**src/rtl/tx_serial_uart.sv**
```systemverilog
// tx_serial_uart: asynchronous serial transmitter for uc_envia_dados.
// Frame: start bit, 8 data bits LSB first, optional even parity, STOP_BITS stop bits.
// A one-entry holding register queues the next byte while the current one is on the line.
// Optional parity bit enabled by defining TX_PARIDADE_EN.
module tx_serial_uart #(
    parameter int CLK_HZ    = 50_000_000,
    parameter int BAUD      = 115200,
    parameter int STOP_BITS = 2
) (
    input  logic       clock,
    input  logic       reset,
    input  logic       partida,
    input  logic [7:0] dados,
    output logic       saida_serial,
    output logic       ocupado,
    output logic       buffer_cheio,
    output logic       pronto,
    output logic       erro_overrun,
    output logic [3:0] db_estado
);

    localparam int DIV   = CLK_HZ / BAUD;
    localparam int CNT_W = (DIV > 2) ? $clog2(DIV) : 1;
    localparam logic [CNT_W-1:0] BAUD_LAST = CNT_W'(DIV - 1);
    localparam logic [2:0]       STOP_LAST = 3'(STOP_BITS - 1);

    typedef enum logic [3:0] {
        ST_INICIAL    = 4'd0,
        ST_ESPERA     = 4'd1,
        ST_START_BIT  = 4'd2,
        ST_DADOS_BITS = 4'd3,
        ST_PARIDADE   = 4'd4,
        ST_STOP_BITS  = 4'd5,
        ST_FINAL      = 4'd6,
        ST_ERRO       = 4'd15
    } estado_t;

    estado_t          state_reg, state_next;
    logic [CNT_W-1:0] baud_cnt_reg;
    logic [2:0]       bit_cnt_reg;
    logic [7:0]       data_reg;
    logic [7:0]       hold_reg;
    logic             buffer_cheio_reg;
    logic             erro_overrun_reg;
    logic             baud_tick;

    assign baud_tick = (baud_cnt_reg == BAUD_LAST);

    // State register; reset parks the FSM in inicial with the line idle.
    always_ff @(posedge clock or negedge reset) begin
        if (!reset) state_reg <= ST_INICIAL;
        else        state_reg <= state_next;
    end

    // Next-state logic; stop bits are counted with the bit counter, one bit period each.
    always_comb begin
        state_next = state_reg;
        case (state_reg)
            ST_INICIAL:    state_next = ST_ESPERA;
            ST_ESPERA:     if (partida) state_next = ST_START_BIT;
            ST_START_BIT:  if (baud_tick) state_next = ST_DADOS_BITS;
            ST_DADOS_BITS: if (baud_tick && bit_cnt_reg == 3'd7) begin
`ifdef TX_PARIDADE_EN
                state_next = ST_PARIDADE;
`else
                state_next = ST_STOP_BITS;
`endif
            end
`ifdef TX_PARIDADE_EN
            ST_PARIDADE:   if (baud_tick) state_next = ST_STOP_BITS;
`endif
            ST_STOP_BITS:  if (baud_tick && bit_cnt_reg == STOP_LAST) state_next = ST_FINAL;
            // A byte captured on the final cycle itself is sent straight away.
            ST_FINAL:      state_next = (buffer_cheio_reg || partida) ? ST_START_BIT : ST_ESPERA;
            ST_ERRO:       state_next = ST_INICIAL;
            default:       state_next = ST_ERRO;
        endcase
    end

    // Moore outputs decoded from the current state.
    always_comb begin
        saida_serial = 1'b1;
        ocupado      = 1'b0;
        pronto       = 1'b0;
        case (state_reg)
            ST_START_BIT: begin
                saida_serial = 1'b0;
                ocupado      = 1'b1;
            end
            ST_DADOS_BITS: begin
                saida_serial = data_reg[bit_cnt_reg];
                ocupado      = 1'b1;
            end
            ST_PARIDADE: begin
                saida_serial = ^data_reg;
                ocupado      = 1'b1;
            end
            ST_STOP_BITS: ocupado = 1'b1;
            ST_FINAL: begin
                ocupado = 1'b1;
                pronto  = 1'b1;
            end
            default: ;
        endcase
    end

    // Baud and bit counters; both restart whenever the state changes.
    always_ff @(posedge clock or negedge reset) begin
        if (!reset) begin
            baud_cnt_reg <= '0;
            bit_cnt_reg  <= '0;
        end else if (state_next != state_reg) begin
            baud_cnt_reg <= '0;
            bit_cnt_reg  <= '0;
        end else if (baud_tick) begin
            baud_cnt_reg <= '0;
            if (state_reg == ST_DADOS_BITS || state_reg == ST_STOP_BITS)
                bit_cnt_reg <= bit_cnt_reg + 3'd1;
        end else begin
            baud_cnt_reg <= baud_cnt_reg + CNT_W'(1);
        end
    end

    // Byte capture: direct load when idle or in final, holding register while busy.
    always_ff @(posedge clock or negedge reset) begin
        if (!reset) begin
            data_reg         <= '0;
            hold_reg         <= '0;
            buffer_cheio_reg <= 1'b0;
            erro_overrun_reg <= 1'b0;
        end else begin
            case (state_reg)
                ST_ESPERA: if (partida) data_reg <= dados;
                ST_FINAL: begin
                    if (buffer_cheio_reg) begin
                        data_reg         <= hold_reg;
                        buffer_cheio_reg <= 1'b0;
                        if (partida) erro_overrun_reg <= 1'b1;
                    end else if (partida) begin
                        data_reg <= dados;
                    end
                end
                ST_START_BIT, ST_DADOS_BITS, ST_PARIDADE, ST_STOP_BITS: begin
                    if (partida) begin
                        if (buffer_cheio_reg) begin
                            erro_overrun_reg <= 1'b1;
                        end else begin
                            hold_reg         <= dados;
                            buffer_cheio_reg <= 1'b1;
                        end
                    end
                end
                default: ;
            endcase
        end
    end

    assign buffer_cheio = buffer_cheio_reg;
    assign erro_overrun = erro_overrun_reg;
    assign db_estado    = state_reg;

endmodule

```
**config.mk**
```make
export PLATFORM = sky130hd
export DESIGN_NAME = tx_serial_uart
export DESIGN_NICKNAME = d
export VERILOG_FILES = /design/src/rtl/tx_serial_uart.sv
export SDC_FILE = /design/constraint.sdc
export NUM_CORES = 1
export LEC_CHECK = 0
export CAP_MARGIN = 25
export CORE_UTILIZATION = 40
export CTS_CLUSTER_SIZE = 20
export DETAILED_ROUTE_END_ITERATION = 10
export PLACE_DENSITY_LB_ADDON = 0.3
export RECOVER_POWER = 50
export SYNTH_ARGS = -nofsm -noshare
export SYNTH_HDL_FRONTEND = slang
export SYNTH_SLANG_ARGS = --single-unit
```
**constraint.sdc**
```tcl
create_clock -name clock -period 2.2 [get_ports clock]
set_input_delay 0.33 -clock clock [delete_from_list [all_inputs] [get_ports clock]]
set_output_delay 0.33 -clock clock [all_outputs]
set_load 0.02 [all_outputs]
```
==> flow_summary.yaml <==
clock_tree:
  clkSlewWorstSetupHoldPaths_ps: 70
  tritoncts: "built"
  worstSkewPairLatency_ps: 290
  max-clock-path-buffers: 2
  cts-hold-fix-buffers: 0
  cts_num_sinks: 34
  ctsRootBufferMaster: "sky130_fd_sc_hd__clkbuf_8"
  maximum_level_of_the_cts_h_tree: 2
  cts_buffer_count: 5
synth:
  ys_seq_elements: 34
  synthesis.nets: 210
  synth.top_cell.area_share_pct: 43.0
  commonest_cells_post_synth: "34 x sky130_fd_sc_hd__dfrtp_1, 18 x sky130_fd_sc_hd__nor2_1, 13 x sky130_fd_sc_hd__xnor2_1"
  synth_top_family_by_area: "simple AND/OR/NAND/NOR gates"
  synth_simple_gate_area_share_pct: 23.4
  number_of_instances_in_the_synthesized_netlist: 194
  post-synth-top-count-cell: "sky130_fd_sc_hd__dfrtp_1"
  synth.area.mux_share_pct: 8.34
  synth_top_cell_by_area: "sky130_fd_sc_hd__dfrtp_1"
  syn_area_per_cell_um2: 10.2
  synthDistinctLibCells: 45
  yosysSeqAreaShare_pct: 43.0
  synth-edff-count: 0
  synth_area_leaders: "sky130_fd_sc_hd__dfrtp_1 43%, sky130_fd_sc_hd__xnor2_1 5.8%, sky130_fd_sc_hd__nor4_2 3.8%"
  dominantRegCellSynth: "sky130_fd_sc_hd__dfrtp_1"
  yosys_warnings: 0
  adder_and_majority_cell_fraction_of_the_synthesized_area_pct: 3.16
  mappedNetlistArea_um2: 1980
  synth_compound_gate_area_share_pct: 11.1
  async_reset_ff_share_pct: 100
  xor_xnor_share_of_the_synthesized_area_pct: 7.52
place:
  gp_congestion: 0.765
  dp.final_hpwl_um: 3030
  pre_cts_ws_ps: -151
  portBuffers: 19
floorplan:
  start_util_pct: 41.6
  floorplan.die.height_um: 72.3
  die_w_um: 72.3
  die-area_um2: 5230
  core-area_um2: 4750
  boundaryPins: 20
  rows: 25
setup_path:
  criticalPathCategory: "reg2reg"
  worstSetupStartpointType: "register"
  critical_path_peak_fanout: 6
  r2r_cells: 9
  worst_setup_path_startpoint: "baud_cnt_reg[1]"
  setup.worst_path.end: "baud_cnt_reg[1]"
  critical_path_required_ps: 2400
  r2r-end: "baud_cnt_reg[1]"
  regToRegSetupSlack_ps: -70
  regToRegStartpoint: "baud_cnt_reg[1]"
  setup.worst_path.end_class: "register"
  worst_path_arrival_time_ps: 2470
sta:
  fmax_mhz: 440
  setup-violations-final: 11
  timing.clock.skew_ps: 5.67
  ratio_of_final_minimum_period_to_clock_period_pct: 103
  tightestPinTransition_ps: 825
  post-route-worst-setup-slack_ps: -71.7
  finalHoldViolations: 0
  grt_setup_unrepaired: "yes"
  maxSlewViolCount: 0
  slew_headroom_pct: 45.0
  period_needed_ps: 2270
routing:
  drt_drc_violations_left: 0
  routed-via-count: 1593
  via_to_cell_ratio: 5.04
  drt_pre_antenna_iters: 4
  routed_wire_length_per_instance_um: 13.2
  ant_nets: 0
  routed_wl_um: 4160
  drtIter0Drc: 79
grt:
  antenna_found_initial: 0
  grt_max_degree: 35
  grt_remaining_overflow: 0
  first_pass_grt_wire_length_um: 7190
  grt_overall_usage_pct: 18.1
  first_global_vias: 1561
flow_run:
  cap_violations: 0
power:
  cellPowerDensity_nw_per_um2: 1080
  finalPower_mw: 2.89
  peakVddDrop_v: 0.000543
  total_leakage_power_nw: 1.11
cells_and_area:
  insertedDiodeCount: 0
  n_fill_cell: 414
  syn2layout_area_growth_pct: 34.8
  largest_register_ff_count: 9
  fraction_of_final_layout_cells_with_drive_strength_greater_than_1_pct: 30.9
  num-nets-final: 264
min_path:
  min-delay-path-class: "reg2reg"
run_status:
  run_status: "finished with violations"
  violations: "negative setup slack"
==> cells in the final DEF (no fill, tap or decap), types with 2 or more instances in the layout <==
master,synthesis,layout
sky130_fd_sc_hd__mux2_2,5,5
sky130_fd_sc_hd__a21oi_1,12,12
sky130_fd_sc_hd__mux2i_1,3,3
sky130_fd_sc_hd__inv_1,3,2
sky130_fd_sc_hd__mux2_1,3,3
sky130_fd_sc_hd__clkbuf_8,0,6
sky130_fd_sc_hd__buf_4,0,37
sky130_fd_sc_hd__nand3b_1,8,8
sky130_fd_sc_hd__mux4_2,2,2
sky130_fd_sc_hd__a31oi_1,3,3
sky130_fd_sc_hd__clkdlybuf4s50_1,0,15
sky130_fd_sc_hd__nor4_2,6,6
sky130_fd_sc_hd__and3_1,3,3
sky130_fd_sc_hd__xnor2_1,13,13
sky130_fd_sc_hd__nand3_1,6,6
sky130_fd_sc_hd__nor2b_1,4,4
sky130_fd_sc_hd__nor2_1,18,18
sky130_fd_sc_hd__o21ai_1,1,2
sky130_fd_sc_hd__o21ai_0,11,10
sky130_fd_sc_hd__dfrtp_1,34,32
sky130_fd_sc_hd__a31o_2,2,2
sky130_fd_sc_hd__ha_1,5,4
sky130_fd_sc_hd__xor2_1,4,3
sky130_fd_sc_hd__nand2_1,9,9
sky130_fd_sc_hd__dlygate4sd2_1,0,2
sky130_fd_sc_hd__dfrtp_2,0,2
sky130_fd_sc_hd__nor3_1,6,5
sky130_fd_sc_hd__nand2b_1,2,2
==> critical path, stage by stage (launching register included) <==
cell,delay (ps)
sky130_fd_sc_hd__dfrtp_1,390
sky130_fd_sc_hd__inv_2,50
sky130_fd_sc_hd__ha_2,140
sky130_fd_sc_hd__and4b_1,220
sky130_fd_sc_hd__a31oi_1,90
sky130_fd_sc_hd__a31o_1,190
sky130_fd_sc_hd__or4_4,550
sky130_fd_sc_hd__xor2_4,210
sky130_fd_sc_hd__buf_12,160
sky130_fd_sc_hd__nor4_4,180
==> power by group <==
group | internal (mW) | leakage [nW] | switching (mW)
Clock | 0.252 | 0.0472 | 0.242
Sequential | 0.766 | 0.418 | 0.115
Combinational | 0.782 | 0.642 | 0.731
Total | 1.80 | 1.11 | 1.09
==> logic make-up after synthesis <==
kind of cell	after synthesis
simple gates	74
compound gates	36
flops	34
xor+xnor	17
buf+inv	15
mux	13
fa+ha+maj	5
==> metal layers <==
layer	part of all wire, %	global-route usage, %
met4	0.51	5.01
met3	4.7	5.69
met5	0	0
met2	47	27.0
met1	48	25.4
==> how the worst min path moves through the flow <==
stage            startpoint         endpoint  slack [ps]  depth (start not counted)
2_1_floorplan         reset  baud_cnt_reg[0]          30                          0
3_3_place_gp   erro_overrun     erro_overrun         460                          1
3_5_place_dp   erro_overrun     erro_overrun         450                          1
4_1_cts               reset     erro_overrun         450                          2
5_1_grt        erro_overrun     erro_overrun         480                          1
6_report       erro_overrun     erro_overrun         460                          1
==> through the flow <==
step,hold slack [ps],util (%),setup TNS [ps],std cells,instance area (um2)
2_1_floorplan,34.4,-,-1.27,194,2000
3_3_place_gp,456,52.8,-687,306,2510
3_5_place_dp,454,52.8,-1130,306,2510
4_1_cts,450,55.4,-717,314,2630
5_1_grt,483,56.1,-1620,316,2670
6_report,465,56.1,-430,316,2670
==> layout make-up <==
class	instances	area, um2	area share, %
multi-input combinational	145	1130	42.3
sequential	34	853	32.0
timing repair buffer	59	497	18.6
tap	67	83.8	3.14
clock buffer	6	82.6	3.10
clock inverter	2	12.5	0.469
inverter	3	11.3	0.422
==> repair_timing <==
item / in CTS / in global routing
resized for setup: 12 / 5
hold endpoints to repair: 0 / 0
setup buffers: 0 / 2
endpoints found under the setup margin: 15 / 13
pin swaps: 3 / 1
(Power assumes the default switching activity.)
